### src/rtl/seq_alu_pkg.sv
// Shared constants and helpers for the sequential ALU.
// Op codes keep the 4-bit ALU encoding, with MUL added at code 8.
package seq_alu_pkg;

    localparam logic [3:0] OP_ADD  = 4'd0;
    localparam logic [3:0] OP_SUB  = 4'd1;
    localparam logic [3:0] OP_AND  = 4'd2;
    localparam logic [3:0] OP_OR   = 4'd3;
    localparam logic [3:0] OP_NOT  = 4'd4;
    localparam logic [3:0] OP_XOR  = 4'd5;
    localparam logic [3:0] OP_NAND = 4'd6;
    localparam logic [3:0] OP_NOR  = 4'd7;
    localparam logic [3:0] OP_MUL  = 4'd8;

    localparam logic [0:0] S_IDLE = 1'b0;
    localparam logic [0:0] S_MUL  = 1'b1;

    typedef enum logic [0:0] {
        IDLE = S_IDLE,
        MUL  = S_MUL
    } state_e;

    function automatic int cnt_w(input int w);
        return $clog2(w + 1);
    endfunction

endpackage

### src/rtl/seq_alu_if.sv
// Request/response bundle between the datapath and the ALU.
// The master drives the request; the slave answers with status and result.
interface seq_alu_if #(
    parameter int WIDTH = 8
);
    logic             start;
    logic [3:0]       op;
    logic [WIDTH-1:0] a;
    logic [WIDTH-1:0] b;
    logic             busy;
    logic             done;
    logic [WIDTH-1:0] result;
    logic [WIDTH-1:0] result_hi;
    logic             carry;
    logic             zero;
    logic             overflow;
    logic             illegal;

    modport master (
        output start, op, a, b,
        input  busy, done, result, result_hi,
        input  carry, zero, overflow, illegal
    );

    modport slave (
        input  start, op, a, b,
        output busy, done, result, result_hi,
        output carry, zero, overflow, illegal
    );
endinterface

### src/rtl/seq_alu_mul.sv
// Shift-add unsigned multiplier, one multiplier bit per step.
// The multiplier sits in the low half of the accumulator and shifts out.
module seq_alu_mul
    import seq_alu_pkg::*;
#(
    parameter int WIDTH = 8
) (
    input  logic               clk_i,
    input  logic               reset_i,
    input  logic               load_i,
    input  logic               step_i,
    input  logic [WIDTH-1:0]   a_i,
    input  logic [WIDTH-1:0]   b_i,
    output logic               finished_o,
    output logic [2*WIDTH-1:0] prod_o
);
    localparam int CW = cnt_w(WIDTH);

    logic [WIDTH-1:0]   mcand_q;
    logic [2*WIDTH-1:0] acc_q;
    logic [2*WIDTH-1:0] acc_d;
    logic [CW-1:0]      cnt_q;
    logic [WIDTH:0]     sum;

    always_comb begin
        sum = {1'b0, acc_q[2*WIDTH-1:WIDTH]};
        if (acc_q[0]) begin
            sum = sum + {1'b0, mcand_q};
        end
        acc_d = {sum, acc_q[WIDTH-1:1]};
    end

    // prod_o is the post-step value, valid in the last step cycle
    assign prod_o     = acc_d;
    assign finished_o = step_i && (cnt_q == CW'(1));

    always_ff @(posedge clk_i) begin
        if (reset_i) begin
            mcand_q <= '0;
            acc_q   <= '0;
            cnt_q   <= '0;
        end else if (load_i) begin
            mcand_q <= a_i;
            acc_q   <= {{WIDTH{1'b0}}, b_i};
            cnt_q   <= CW'(WIDTH);
        end else if (step_i && cnt_q != '0) begin
            acc_q <= acc_d;
            cnt_q <= cnt_q - CW'(1);
        end
    end

endmodule

### src/rtl/seq_alu.sv
// Registered ALU with flags, start/busy/done handshake and
// an iterative multiply; single-cycle ops complete with latency 1.
module seq_alu
    import seq_alu_pkg::*;
#(
    parameter int WIDTH = 8
) (
    input  logic     clk,
    input  logic     reset,
    seq_alu_if.slave bus
);
    localparam int MSB = WIDTH - 1;

    state_e             state_q;
    logic               accept;
    logic               mul_go;
    logic               mul_fin;
    logic [2*WIDTH-1:0] prod;
    logic [WIDTH:0]     sum;
    logic [WIDTH-1:0]   res_d;
    logic               c_d;
    logic               v_d;
    logic               ill_d;
    logic [WIDTH-1:0]   res_q;
    logic [WIDTH-1:0]   hi_q;
    logic               c_q;
    logic               z_q;
    logic               v_q;
    logic               ill_q;
    logic               done_q;

    assign accept = bus.start && (state_q == IDLE);
    assign mul_go = accept && (bus.op == OP_MUL);

    always_comb begin
        sum   = '0;
        res_d = '0;
        c_d   = 1'b0;
        v_d   = 1'b0;
        ill_d = 1'b0;
        unique case (1'b1)
            bus.op == OP_ADD: begin
                sum   = {1'b0, bus.a} + {1'b0, bus.b};
                res_d = sum[MSB:0];
                c_d   = sum[WIDTH];
                v_d   = (bus.a[MSB] == bus.b[MSB])
                     && (res_d[MSB] != bus.a[MSB]);
            end
            bus.op == OP_SUB: begin
                sum   = {1'b0, bus.a} + {1'b0, ~bus.b}
                      + {{WIDTH{1'b0}}, 1'b1};
                res_d = sum[MSB:0];
                c_d   = sum[WIDTH];
                v_d   = (bus.a[MSB] != bus.b[MSB])
                     && (res_d[MSB] != bus.a[MSB]);
            end
            bus.op == OP_AND:  res_d = bus.a & bus.b;
            bus.op == OP_OR:   res_d = bus.a | bus.b;
            bus.op == OP_NOT:  res_d = ~bus.a;
            bus.op == OP_XOR:  res_d = bus.a ^ bus.b;
            bus.op == OP_NAND: res_d = ~(bus.a & bus.b);
            bus.op == OP_NOR:  res_d = ~(bus.a | bus.b);
            bus.op == OP_MUL:  res_d = '0;
            default:           ill_d = 1'b1;
        endcase
    end

    seq_alu_mul #(
        .WIDTH(WIDTH)
    ) u_mul (
        .clk_i      (clk),
        .reset_i    (reset),
        .load_i     (mul_go),
        .step_i     (state_q == MUL),
        .a_i        (bus.a),
        .b_i        (bus.b),
        .finished_o (mul_fin),
        .prod_o     (prod)
    );

    always_ff @(posedge clk) begin
        if (reset) begin
            state_q <= IDLE;
            done_q  <= 1'b0;
            res_q   <= '0;
            hi_q    <= '0;
            c_q     <= 1'b0;
            z_q     <= 1'b0;
            v_q     <= 1'b0;
            ill_q   <= 1'b0;
        end else begin
            done_q <= 1'b0;
            if (state_q == MUL) begin
                if (mul_fin) begin
                    state_q <= IDLE;
                    done_q  <= 1'b1;
                    res_q   <= prod[MSB:0];
                    hi_q    <= prod[2*WIDTH-1:WIDTH];
                    c_q     <= |prod[2*WIDTH-1:WIDTH];
                    z_q     <= (prod == '0);
                    v_q     <= 1'b0;
                    ill_q   <= 1'b0;
                end
            end else if (accept) begin
                if (mul_go) begin
                    state_q <= MUL;
                end else begin
                    done_q <= 1'b1;
                    res_q  <= res_d;
                    hi_q   <= '0;
                    c_q    <= c_d;
                    z_q    <= (res_d == '0);
                    v_q    <= v_d;
                    ill_q  <= ill_d;
                end
            end
        end
    end

    assign bus.busy      = (state_q == MUL);
    assign bus.done      = done_q;
    assign bus.result    = res_q;
    assign bus.result_hi = hi_q;
    assign bus.carry     = c_q;
    assign bus.zero      = z_q;
    assign bus.overflow  = v_q;
    assign bus.illegal   = ill_q;

endmodule

### src/flat_wrapper.sv
// flat-port wrapper written by rule: the top's interface ports become plain ports
module seq_alu_flat import seq_alu_pkg::*;
#(
    parameter int WIDTH = 8
)
  (clk, reset, bus_start, bus_op, bus_a, bus_b, bus_busy, bus_done, bus_result, bus_result_hi, bus_carry, bus_zero, bus_overflow, bus_illegal);
  seq_alu_if #(.WIDTH(WIDTH)) bus_i ();
  input  logic clk;
  input  logic reset;
  input wire logic [$bits(bus_i.start)-1:0] bus_start;
  input wire logic [$bits(bus_i.op)-1:0] bus_op;
  input wire logic [$bits(bus_i.a)-1:0] bus_a;
  input wire logic [$bits(bus_i.b)-1:0] bus_b;
  output wire logic [$bits(bus_i.busy)-1:0] bus_busy;
  output wire logic [$bits(bus_i.done)-1:0] bus_done;
  output wire logic [$bits(bus_i.result)-1:0] bus_result;
  output wire logic [$bits(bus_i.result_hi)-1:0] bus_result_hi;
  output wire logic [$bits(bus_i.carry)-1:0] bus_carry;
  output wire logic [$bits(bus_i.zero)-1:0] bus_zero;
  output wire logic [$bits(bus_i.overflow)-1:0] bus_overflow;
  output wire logic [$bits(bus_i.illegal)-1:0] bus_illegal;
  assign bus_i.start = bus_start;
  assign bus_i.op = bus_op;
  assign bus_i.a = bus_a;
  assign bus_i.b = bus_b;
  assign bus_busy = bus_i.busy;
  assign bus_done = bus_i.done;
  assign bus_result = bus_i.result;
  assign bus_result_hi = bus_i.result_hi;
  assign bus_carry = bus_i.carry;
  assign bus_zero = bus_i.zero;
  assign bus_overflow = bus_i.overflow;
  assign bus_illegal = bus_i.illegal;
  seq_alu #(.WIDTH(WIDTH)) u_core (.clk(clk), .reset(reset), .bus(bus_i));
endmodule
### config.mk
export PLATFORM = sky130hd
export DESIGN_NAME = seq_alu_flat
export DESIGN_NICKNAME = d
export VERILOG_FILES = /design/src/rtl/seq_alu_pkg.sv /design/src/rtl/seq_alu_if.sv /design/src/rtl/seq_alu_mul.sv /design/src/rtl/seq_alu.sv /design/src/flat_wrapper.sv
export SDC_FILE = /design/constraint.sdc
export NUM_CORES = 1
export LEC_CHECK = 0
export ABC_AREA = 1
export ABC_CLOCK_PERIOD_IN_PS = 2300
export CELL_PAD_IN_SITES_DETAIL_PLACEMENT = 1
export CELL_PAD_IN_SITES_GLOBAL_PLACEMENT = 1
export CORE_UTILIZATION = 36
export DETAILED_ROUTE_END_ITERATION = 10
export GPL_TIMING_DRIVEN = 0
export PLACE_DENSITY = 0.8
export SLEW_MARGIN = 20
export SYNTH_ARGS = -nofsm -noshare
export SYNTH_HDL_FRONTEND = slang
export SYNTH_HIERARCHICAL = 1
export SYNTH_SLANG_ARGS = --single-unit
### constraint.sdc
create_clock -name clk -period 2.3 [get_ports clk]
set_clock_uncertainty 0.05 [all_clocks]
set_input_delay 0.46 -clock clk [delete_from_list [all_inputs] [get_ports clk]]
set_output_delay 0.46 -clock clk [all_outputs]
set_load 0.01 [all_outputs]
==> run summary, run 1 <==
The y dimension of the die is 108 microns. The TritonCTS buffer count came out at 5. The most used flip-flop cell after synthesis is dfxtp_1. The post-synthesis net count came out at ~710. The count of yosys warnings during synthesis is 6. The later-pin clock latency in the skew report is just over 0.3 ns. The count of port buffers added during placement is 44. The final period utilization is between 90 and 100%.

The number of antenna violations at the first check in global routing came to 0. The cell leakage power came out at roughly 0.0024 uW. The HPWL reported at the end of detailed placement is about 11000 microns. CTS saw 50 sinks. Of the total synthesized cell area, the portion taken by XOR and XNOR cells is less than 1%.

In the synthesized netlist, the cells that appear most often are nand2_1 (179), inv_1 (81), nor2_1 (73). The power density over the cells is between 400 and 500 nW/um^2. The flip-flop and latch count after synthesis is 50. The clock-pin slew of the registers on the worst-case setup and hold paths came out at 0.10 ns. The total number of vias came out at 4500. The highest metal layer carrying signal wires in the routed design is met4.

The fraction of final layout cells sized beyond drive strength 1 came out at 14.9%. Dividing the detail-routed wire length by the instance count gives approximately 17 microns. The largest driver fanout on the critical path came out at 5. The number of enable-type register cells in the synthesized netlist is 0. The routed via count divided by cell count is between 5 and 6. The post-synthesis mux area share came out at 0%. The filler cell count in the final layout came out at 1447.

The data arrival time of the worst path came out at around 2.5 ns. After synthesis, the share of flip-flops with an asynchronous set or reset is 0%. The final hold violation count is 0. In this run the standard cell core region covers roughly 11000 sq um. The initial standard-cell utilization of the core is 37.2%. The number of nets with antenna violations after routing came out at 0. The maximum operating frequency is 435 MHz. The violation count after the first detailed-routing iteration came out at between 200 and 250.

Sequential cells were found to cover between 20% and 30% of the synthesized design area. Tracing the worst setup path back leads to its startpoint at u_core/u_mul/mcand_q[5]$_SDFFE_PP0P_. The aggregate negative setup slack came out at 0 ns. Compared with the post-synthesis result, the final layout area differs by 24.7%.

The adder-cell share of the synthesized area came out at between 10 and 15%. In this run the critical register-to-register path is launched from u_core/u_mul/mcand_q[5]$_SDFFE_PP0P_. The number of instances in the synthesized netlist is approximately 650. The multi-input combinational cells in the finished layout cover a total of roughly 2800 sq um. Summing all flip-flop and latch instances after layout gives roughly 1000 sq um. The number of unique standard cell types used by synthesis came out at approximately 40. The count of final max-slew check failures is 0. The count of max-cap constraint violations is 0.

The detailed router put a total of about 6300 microns of wire on met1. TritonCTS built the clock tree. The simple-gate share of the synthesized area is a little under two fifths. The floorplan has 38 rows. The clock period minus worst slack is roughly 2.3 ns.

The residual DRC count came out at 0. In this run the mean area of a mapped cell was roughly 6.3 sq um. The congestion estimate from routability-driven global placement came to a little under 0.9.

Entering global routing, the biggest net connects 17 pins. The largest family of logic cells by synthesized area is simple AND/OR/NAND/NOR gates. The run finished with clean final reports. The via count of the first global-routing pass is 4670. The final count of negative-setup-slack endpoints came out at 0. The largest buffer count on any clock path came out at 2. After the last flow step, the layout net total stands at around 770.

The share of the synthesized area in compound gates (AO/OA/AOI/OAI) came out at a little over an eighth. The critical path launch point type is a register. The number of optimization iterations in the first detailed-route pass is 4. The endpoint required time on the critical path came out at 2.50 ns.

The slew at the pin with the worst max-slew slack is 0.538 ns. In the post-synthesis netlist, the biggest area contributors are dfxtp_1 (25%), nand2_1 (17%), ha_1 (11%). The tightest min-delay check is of the register to register type.

The largest voltage drop on the vdd net is 0.372 mV. The most common cell in the synthesized netlist is nand2_1. The relative max-transition margin came out at 64.1%. The startpoint identified for the worst hold timing path is u_core/bus.carry$_SDFFE_PP0P_. The critical path is of the register to register type. The total length of routed met2 wires came out at approximately 7400 microns. The combined global-route utilization of all metal layers is between 20% and 30%. Summed over all layers, the global routing overflow is 0.

The utilization of the core after routing is 46.3%. Setup repair after global routing could not meet its margin everywhere. The final wirelength is approximately 15000 microns. The post-synthesis cell area came out at 4050 sq um. The proportion of netlist area held by the largest area contributor came out at roughly a quarter. between 40 and 50 I/O pins were placed. The die is ~110 microns wide. STA classifies the critical path endpoint as a register. The total inserted antenna cells came out at 0. The final instance area is roughly 5000 sq um. In this run the clock root is driven by a clkbuf_8. The full die area came out at between 10000 and 15000 sq um. The met3 wire length is about 700 microns. The number of H-tree branching levels is 2. The cell area after placement came out at 4660 sq um. The global-route wire length before repair came out at 23000 microns. The biggest area contributor in the post-synthesis netlist is dfxtp_1.
cell type report:
cell class	instances	area share, %
clock buffer	5	1.36
clock inverter	3	0.893
tap	140	3.47
timing repair buffer	54	9.79
inverter	85	6.37
buffer	23	3.32
sequential	50	19.9
multi-input combinational	487	54.8
sequential cells by signal, summed over array words and instances, names as in the netlist:
signal and count:
u_core/u_mul/cnt_q 4, u_core/bus.zero 1, u_core/bus.result 8, u_core/u_mul/mcand_q 8
u_core/bus.result_hi 8, u_core/bus.busy 1, u_core/u_mul/acc_q 16, u_core/bus.carry 1
u_core/bus.illegal 1, u_core/bus.overflow 1, u_core/bus.done 1
path summary, 6_finish.rpt:
path,endpoint,slack (ns),cells past startpoint
min reg2reg,u_core/bus.carry$_SDFFE_PP0P_,0.41,2
max,u_core/bus.zero$_SDFFE_PP0P_,0.001,11
max reg2reg,u_core/bus.zero$_SDFFE_PP0P_,0.001,11
min,u_core/bus.carry$_SDFFE_PP0P_,0.41,2
metrics by stage:
| step | setup slack [ns] | power, uW | instances | hold slack [ns] |
|---|---|---|---|---|
| after floorplan | 0.201 | 1210 | 646 | 0.401 |
| after global placement | -0.641 | 1400 | 830 | 0.383 |
| after detailed placement | -0.701 | 1420 | 830 | 0.396 |
| after CTS | -0.0220 | 2060 | 843 | 0.413 |
| after global routing | -0.103 | 2170 | 847 | 0.440 |
| final | 0.00135 | 2060 | 847 | 0.412 |
worst max-delay path, cell delays in order, from the launching register on:
cell and delay, ns:
dfxtp_1 0.35, ha_1 0.37, nand2_1 0.11, inv_1 0.05, a21oi_1 0.24, nand3_1 0.14
nand3_2 0.12, nand2_2 0.09, nor4_4 0.28, and2_4 0.20, a41oi_1 0.10, a21oi_1 0.15
power by group:
part	internal, uW	switching, uW
registers	884	12.5
clock network	324	310
logic	191	338
total	1400	661
cells in the final DEF (no fill, tap or decap), drive strengths merged, types with 14 or more instances in the layout:
master and count:
buf 29, a21oi 27, o21ai 45, inv 84
clkbuf 14, nand2 180, clkdlybuf4s50 28, ha 34
nand3 75, dfxtp 50, nor2 80
cells by family (layout without fill, tap and decap cells):
group | after synthesis | count (layout)
XOR/XNOR | 1 | 1
AO/OA/AOI/OAI | 95 | 95
flip-flops | 50 | 50
adder cells (fa/ha/maj) | 37 | 37
buffers and inverters | 109 | 170
AND/OR/NAND/NOR | 354 | 354
timing repair:
action / CTS / global route
setup buffers: 5 / 5
gates resized for setup: 46 / 50
setup endpoints to repair: 31 / 33
pin swaps: 8 / 11
hold buffers: 0 / 0
routing by layer:
metal	up-vias	global-route usage [%]
met3	22	3.62
met1	2171	32.7
met2	103	43.9
met5	-	0
met4	0	6.56
li1	2204	-
Power figures use the tool's default switching activity.
==> run 2: changes to the inputs <==
- ABC_CLOCK_PERIOD_IN_PS: 2300 -> 2700
- CORE_UTILIZATION: 36 -> 43
- PLACE_DENSITY: 0.8 -> 0.89
- clock period: 2.3 -> 2.7 ns (I/O delays scaled with it)
==> run 2 against run 1 <==
Clock power shrank 23%. Global-route usage grew 3.5 points. Largest cell class unchanged. Sequential share of layout area grew 0.90 points. Highest routed layer unchanged. Die area shrank 16%.
==> run summary, run 2 (synthesized netlist as in run 1, its figures left out) <==
The final wirelength came to 14200 microns (was 14700 microns). The via count of the first global-routing pass is 4421 (was 4670). The final count of negative-setup-slack endpoints is 0 (unchanged). The total number of vias was 4498 (was 4500). The final hold violation count is 0 (unchanged).

The endpoint required time on the critical path is 2.90 ns (was 2.50 ns). The clock share of power came out at 28.7% (was 30.8%). The violation count after the first detailed-routing iteration is 248 (was 225). The later-pin clock latency in the skew report came out at 0.32 ns (was 0.31 ns). The placeable core region is 9200 sq um (was 10900 sq um). The critical path start-end classification is primary input to register (was register to register). The launching point of the worst reg2reg path was u_core/u_mul/acc_q[8]$_SDFFE_PP0P_ (was u_core/u_mul/mcand_q[5]$_SDFFE_PP0P_). The endpoint of the worst setup timing path is u_core/bus.zero$_SDFFE_PP0P_ (unchanged). The HPWL reported at the end of detailed placement was 11100 microns (was 11300 microns). The register bank with the most flops is u_core/u_mul/acc_q (unchanged). The average wire per cell in the routed design came out at 17.5 microns (was 17.4 microns). The largest driver fanout on the critical path is 10 (was 5). The number of antenna violations at the first check in global routing is 0 (unchanged).

The flip-flop count of the largest register after layout came to 16 (unchanged). The number of top-level pins is 45 (unchanged). The kind of path behind the tightest hold check is register to register (unchanged).

The largest buffer count on any clock path is 2 (unchanged). The placement row count is 35 (was 38). The beginning of the critical path is bus_b[2] (was u_core/u_mul/mcand_q[5]$_SDFFE_PP0P_).

RSZ-0062 raised after global routing: yes (unchanged). The full die area came to 9800 sq um (was 11700 sq um). The number of sinks driven by the clock tree came to 50 (unchanged). The commonest non-fill, non-tap cell in the layout is nand2_1 (unchanged).

The slowest stage cell on the critical path is clkdlybuf4s50_1 (was ha_1). The area growth from synthesis to layout came to 18.9% (was 24.7%). The combinational share of power is 26.2% (was 25.7%).

The worst path buffer plus inverter count came out at 3 (was 1). The number of cells on the worst reg-to-reg path came to 15 (was 11). The critical path launch point type was a primary input (was register). The power density over the cells was 352 nW/um^2 (was 408 nW/um^2). The count of final max-slew check failures is 0 (unchanged).

The relative max-transition margin came to 51.6% (was 64.1%). The capturing point of the worst reg2reg path was u_core/bus.zero$_SDFFE_PP0P_ (unchanged). The CTS tree was done (unchanged). The post-CTS setup buffer count is 0 (was 5). The width of the die came out at 99.0 microns (was 108 microns). The fraction of final layout cells sized beyond drive strength 1 is 8.74% (was 14.9%).

The TritonCTS buffer count was 5 (unchanged). The design internal power was 1110 uW (was 1400 uW). The number of H-tree branching levels came out at 2 (unchanged). The combined global-route utilization of all metal layers is 28.8% (was 25.3%). The slew at the pin with the worst max-slew slack is 0.723 ns (was 0.538 ns). The clock-pin slew of the registers on the worst-case setup and hold paths is 0.11 ns (was 0.10 ns). The cell leakage power came out at 0.00235 uW (was 0.00238 uW). The residual DRC count is 0 (unchanged). The post-route non-filler standard cell count came to 809 (was 847). The relative contribution of sequential cells to total power is 45.1% (was 43.5%). The number of optimization iterations in the first detailed-route pass came out at 5 (was 4). The worst-case register-to-register setup slack is 0.17 ns (was 0.001 ns). The stage delay of the slowest cell on the critical path was 0.52 ns (was 0.37 ns).

The final weighted congestion in routability-driven placement came to 0.927 (was 0.878). The count of max-cap constraint violations is 0 (unchanged). The number of buffers added to fix hold violations after cts was 0 (unchanged).

Critical Path, Cell by Cell: clkdlybuf4s50_1 -> inv_1 -> ha_1 -> buf_4 -> nand2_1 -> nand2_1 -> nand3_1 -> nand3_1 -> nand3_1 -> nor2_4 -> nand2_1 -> nor2_1 -> nand3_1 -> a21oi_1 (was ha_1 -> nand2_1 -> inv_1 -> a21oi_1 -> nand3_1 -> nand3_2 -> nand2_2 -> nor4_4 -> and2_4 -> a41oi_1 -> a21oi_1). The total inserted antenna cells is 0 (unchanged). The largest net degree at the start of global routing is 19 (was 17). Result of the run: finished clean (unchanged). The leftover overflow at the end of global routing is 0 (unchanged). The number of nets at the end of the flow came out at 757 (was 766). The nature of the critical path endpoint is a register (unchanged).

The family with the most delay on the worst path is simple AND/OR/NAND/NOR gates (unchanged). The most common cell type on the critical path is nand3_1 (was a21oi_1). The number of nets with antenna violations after routing came out at 0 (unchanged). The routed via count divided by cell count is 5.56 (was 5.31). The maximum operating frequency is roughly 390 MHz. The y dimension of the die came to 99.0 microns (was 108 microns). The number of instances in the placed design is 801 (was 830). The net load switching power came out at 585 uW (was 661 uW). The initial standard-cell utilization of the core is 44.0% (was 37.2%). The final period utilization is 94.4%. The aggregate negative setup slack was 0 ns (unchanged).

The switching fraction of total power was 34.5% (was 32.1%). The largest voltage drop on the vdd net is 0.211 mV (was 0.372 mV). The instance count on the critical path came to 14 (was 11). The CTS root buffer was clkbuf_8 (unchanged).

Commonest cells after routing, fill and taps aside: nand2_1 (179), inv_1 (79), nand3_1 (71), nor2_1 (69), dfxtp_1 (49) (was nand2_1 (171), inv_1 (78), nand3_1 (67), nor2_1 (62), dfxtp_1 (48)). The clock period minus worst slack came out at about 2.5 ns. The count of port buffers added during placement came to 44 (unchanged). The data arrival time of the worst path was 2.75 ns (was 2.50 ns). The global-route wire length before repair is 22200 microns (was 23000 microns).
[run 2: cell types whose count changed in the layout (fill, tap and decap cells not counted), sizes merged, moves of 4 or more]
cell,previous run,this run
buf,29,19
clkbuf,14,10
clkdlybuf4s15,4,0
clkdlybuf4s50,28,35
dlygate4sd2,4,0
dlymetal6s2s,3,9
[run 2: stage by stage]
| step | hold slack (ns) | area [sq um] | worst slack, ns | utilization (%) | total power [uW] |
|---|---|---|---|---|---|
| 3_5_place_dp | 0.399 | 4620 | -0.386 | 50.3 | 1200 |
| 2_1_floorplan | 0.401 | 4050 | 0.601 | - | 1030 |
| 4_1_cts | 0.417 | 4730 | 0.0137 | 51.4 | 1690 |
| 5_1_grt | 0.445 | 4810 | -0.00504 | 52.3 | 1770 |
| 3_3_place_gp | 0.383 | 4620 | -0.317 | 50.3 | 1190 |
| 6_report | 0.413 | 4810 | 0.151 | 52.3 | 1700 |
[run 2: metal layers]
layer	GRT usage, %	part of all wire, %	wire length, microns
met1	39.9	47	6710
met2	48.4	48	6760
met3	2.98	4.0	572
met4	6.08	0.82	116
met5	0	0	0
[run 2: power by group through the flow]
stage | sequential, uW | combinational [uW] | clock [uW]
finish | 765 | 444 | 486
global route | 767 | 486 | 517
CTS | 765 | 427 | 500
detailed placement | 782 | 423 | 0
global placement | 781 | 406 | 0
floorplan | 785 | 250 | 0
[run 2: cell type report]
cell class	instances	area [sq um]
Buffer	24	165
Clock buffer	5	68.8
Clock inverter	3	28.8
Fill cell	1253	4390
Inverter	85	323
Multi-Input combinational cell	487	2620
Sequential cell	50	1000
Tap cell	111	139
Timing Repair Buffer	44	463
[run 2: timing repair]
item | 4_1_cts | 5_1_grt
gates resized for setup | 2 | 29
pin swaps | 0 | 2
endpoints found under the setup margin | 1 | 15
[run 2: worst min-delay path: cells and delay by family, from the launching register on]
kind,cells,cell delay [ns]
AND/OR/NAND/NOR,1,0.06
flip-flops,1,0.32
AO/OA/AOI/OAI,1,0.05
[run 2: worst min path at each step]
stage                     slack [ns]                            startpoint                                    to  depth (start not counted)
after CTS                       0.42  u_core/bus.result_hi[6]$_SDFFE_PP0P_  u_core/bus.result_hi[6]$_SDFFE_PP0P_                          2
after detailed placement        0.40  u_core/bus.result_hi[7]$_SDFFE_PP0P_  u_core/bus.result_hi[7]$_SDFFE_PP0P_                          2
after floorplan                 0.40    u_core/u_mul/cnt_q[2]$_SDFFE_PP0P_    u_core/u_mul/cnt_q[2]$_SDFFE_PP0P_                          2
after global placement          0.38       u_core/bus.illegal$_SDFFE_PP0P_       u_core/bus.illegal$_SDFFE_PP0P_                          2
after global routing            0.45      u_core/bus.overflow$_SDFFE_PP0P_      u_core/bus.overflow$_SDFFE_PP0P_                          2
final                           0.41  u_core/bus.result_hi[6]$_SDFFE_PP0P_  u_core/bus.result_hi[6]$_SDFFE_PP0P_                          2
==> run 3: changes to the inputs <==
- SETUP_SLACK_MARGIN: default -> 0.4
==> run 3 against run 2 <==
Sequential cell count did not move. Largest cell class unchanged. Largest power group unchanged. Worst setup slack improved by 0.24 ns. Total power rose by 1.0%. Wire length rose by 2.5%.
==> run summary, run 3 (synthesized netlist as in run 1, its figures left out) <==
The CTS tree was done (unchanged). The number of H-tree branching levels came out at 2 (unchanged). The leftover overflow at the end of global routing came out at 0 (unchanged). The residual DRC count was 0 (unchanged).

The area growth from synthesis to layout came to 22.7% (was 18.9%). The endpoint of the worst setup timing path is u_core/bus.zero$_SDFFE_PP0P_ (unchanged). The filler cell count in the final layout was 1254 (was 1253). The number of sinks driven by the clock tree is 50 (unchanged). The critical path launch point type is a register (was primary input).

The final count of negative-setup-slack endpoints came out at 0 (unchanged). The placeable core region came out at 9200 sq um (unchanged). The total number of vias is 4528 (was 4498).

The stage delay of the slowest cell on the critical path came to 0.37 ns (was 0.52 ns). The worst min-delay path startpoint was u_core/bus.result_hi[6]$_SDFFE_PP0P_ (unchanged). The via count of the first global-routing pass is 4514 (was 4421).

The HPWL reported at the end of detailed placement came out at 11100 microns (unchanged). The most common cell type on the critical path is nand2_2 (was nand3_1). The full die area came out at 9800 sq um (unchanged). Result of the run: finished clean (unchanged). The global-route wire length before repair came to 22900 microns (was 22200 microns). The final wirelength came out at 14500 microns (was 14200 microns). The beginning of the critical path is u_core/u_mul/acc_q[8]$_SDFFE_PP0P_ (was bus_b[2]). The maximum operating frequency came out at 433 MHz (was 392 MHz).

The width of the die was 99.0 microns (unchanged). The nature of the critical path endpoint is a register (unchanged). The capturing point of the worst reg2reg path is u_core/bus.zero$_SDFFE_PP0P_ (unchanged). The combined global-route utilization of all metal layers was 29.8% (was 28.8%). The register bank with the most flops is u_core/u_mul/acc_q (unchanged). The count of max-cap constraint violations is 0 (unchanged). The y dimension of the die was 99.0 microns (unchanged). The critical path start-end classification was register to register (was primary input to register). The aggregate negative setup slack is 0 ns (unchanged). The initial standard-cell utilization of the core was 44.0% (unchanged). The endpoint required time on the critical path came out at 2.90 ns (about the same). RSZ-0062 raised after global routing: yes (unchanged). The commonest non-fill, non-tap cell in the layout is nand2_1 (unchanged). The largest buffer count on any clock path is 2 (unchanged). The number of optimization iterations in the first detailed-route pass is 5 (unchanged). The largest driver fanout on the critical path is 2 (was 10).

The TritonCTS buffer count is 5 (unchanged). The instance count on the critical path was 15 (was 14). The CTS root buffer is clkbuf_8 (unchanged). The later-pin clock latency in the skew report came out at 0.32 ns (about the same). The family with the most delay on the worst path was simple AND/OR/NAND/NOR gates (unchanged). The fraction of final layout cells sized beyond drive strength 1 was 15.8% (was 8.74%). The slew at the pin with the worst max-slew slack came out at 0.580 ns (was 0.723 ns).

The number of top-level pins is 45 (unchanged). The clock period minus worst slack came out at 2.31 ns (was 2.55 ns). The number of antenna violations at the first check in global routing came out at 0 (unchanged).

The final period utilization is 85.6% (was 94.4%). The count of port buffers added during placement came out at 44 (unchanged). The clock-pin slew of the registers on the worst-case setup and hold paths came out at 0.11 ns (about the same). The data arrival time of the worst path is 2.51 ns (was 2.75 ns). The average wire per cell in the routed design was 17.9 microns (was 17.5 microns). The count of final max-slew check failures is 0 (unchanged).

The number of cells on the worst reg-to-reg path was 15 (unchanged). The launching point of the worst reg2reg path was u_core/u_mul/acc_q[8]$_SDFFE_PP0P_ (unchanged). The total power draw is 1710 uW (was 1700 uW). The worst path buffer plus inverter count was 2 (was 3). The largest voltage drop on the vdd net was 0.217 mV (was 0.211 mV). The power density over the cells came out at 345 nW/um^2 (was 352 nW/um^2). The number of instances in the placed design is 801 (unchanged).

The worst-case register-to-register setup slack is 0.39 ns (was 0.17 ns). The hold path depth came out at 2 (unchanged). The number of nets at the end of the flow came out at 760 (was 757). The flip-flop count of the largest register after layout was 16 (unchanged). The cell leakage power is 0.00232 uW (was 0.00235 uW). The kind of path behind the tightest hold check is register to register (unchanged).

The routed via count divided by cell count is 5.58 (was 5.56). The violation count after the first detailed-routing iteration is 314 (was 248). The final weighted congestion in routability-driven placement came out at 0.927 (unchanged). The largest net degree at the start of global routing came out at 19 (unchanged). The total inserted antenna cells came out at 0 (unchanged). The number of nets with antenna violations after routing came out at 0 (unchanged). The final hold violation count is 0 (unchanged).

The relative max-transition margin came out at 61.3% (was 51.6%). The slowest stage cell on the critical path is dfxtp_2 (was clkdlybuf4s50_1). The post-route non-filler standard cell count is 812 (was 809).

Critical Path, Cell by Cell: ha_4 -> inv_2 -> fa_2 -> inv_2 -> nand2_2 -> nand2_2 -> nand3_2 -> nand2_2 -> nand2_2 -> nand3_2 -> nand2_2 -> nor4_2 -> and2_4 -> a41oi_2 -> a21oi_1 (was clkdlybuf4s50_1 -> inv_1 -> ha_1 -> buf_4 -> nand2_1 -> nand2_1 -> nand3_1 -> nand3_1 -> nand3_1 -> nor2_4 -> nand2_1 -> nor2_1 -> nand3_1 -> a21oi_1). Commonest cells after routing, fill and taps aside: nand2_1 (170), inv_1 (74), nand3_1 (66), nor2_1 (63), dfxtp_1 (47) (was nand2_1 (179), inv_1 (79), nand3_1 (71), nor2_1 (69), dfxtp_1 (49)). The placement row count came to 35 (unchanged).
==> run 3: where the power goes <==
part / leakage (uW) / switching [uW] / internal [uW]
logic: 0.00187 / 295 / 168
registers: 0.000406 / 11.2 / 754
clock network: 0.0000506 / 290 / 194
==> run 3: per-stage QoR <==
stage | utilization, % | area, sq um | hold WS [ns] | worst slack (ns)
after floorplan | - | 4050 | 0.401 | 0.601
after global placement | 50.3 | 4620 | 0.383 | -0.317
after detailed placement | 50.3 | 4620 | 0.399 | -0.386
after CTS | 52.8 | 4860 | 0.417 | 0.398
after global routing | 54.0 | 4960 | 0.445 | 0.280
final | 54.0 | 4960 | 0.413 | 0.390
==> run 3: how the worst min path moves through the flow <==
stage	slack, ns	endpoint
6_report	0.41	u_core/bus.result_hi[6]$_SDFFE_PP0P_
5_1_grt	0.45	u_core/bus.overflow$_SDFFE_PP0P_
4_1_cts	0.42	u_core/bus.result_hi[6]$_SDFFE_PP0P_
3_5_place_dp	0.40	u_core/bus.result_hi[7]$_SDFFE_PP0P_
3_3_place_gp	0.38	u_core/bus.illegal$_SDFFE_PP0P_
2_1_floorplan	0.40	u_core/u_mul/cnt_q[2]$_SDFFE_PP0P_
==> run 3: worst register-to-register path: cells and delay by family, from the launching register on <==
| kind | cells | cell delay, ns |
|---|---|---|
| adders and majority gates | 2 | 0.48 |
| AOI/OAI and AO/OA | 2 | 0.25 |
| DFF | 1 | 0.37 |
| buffers and inverters | 2 | 0.11 |
| and+or+nand+nor | 9 | 0.99 |
==> run 3: layout make-up <==
type | count | area, sq um | share of cell area (%)
Buffer | 24 | 180 | 3.63
Clock buffer | 5 | 68.8 | 1.39
Clock inverter | 3 | 28.8 | 0.580
Inverter | 85 | 322 | 6.48
Multi-Input combinational cell | 487 | 2790 | 56.1
Sequential cell | 50 | 1000 | 20.2
Tap cell | 111 | 139 | 2.80
Timing Repair Buffer | 47 | 434 | 8.75
==> run 3: what timing repair did <==
item | in CTS | in global routing
pin swaps | 3 | 9
setup buffers | 2 | 1
hold buffers | 0 | 0
gates resized for setup | 61 | 49
setup endpoints to repair | 33 | 24
==> run 3: layer usage <==
metal  up-vias  share of wire [%]  global-route usage (%)
li1       2183                  -                       -
met1      2205                 47                    40.5
met2       132                 48                    50.7
met3         8                4.6                    4.33
met4         0               0.68                    4.94
met5         -                  0                       0
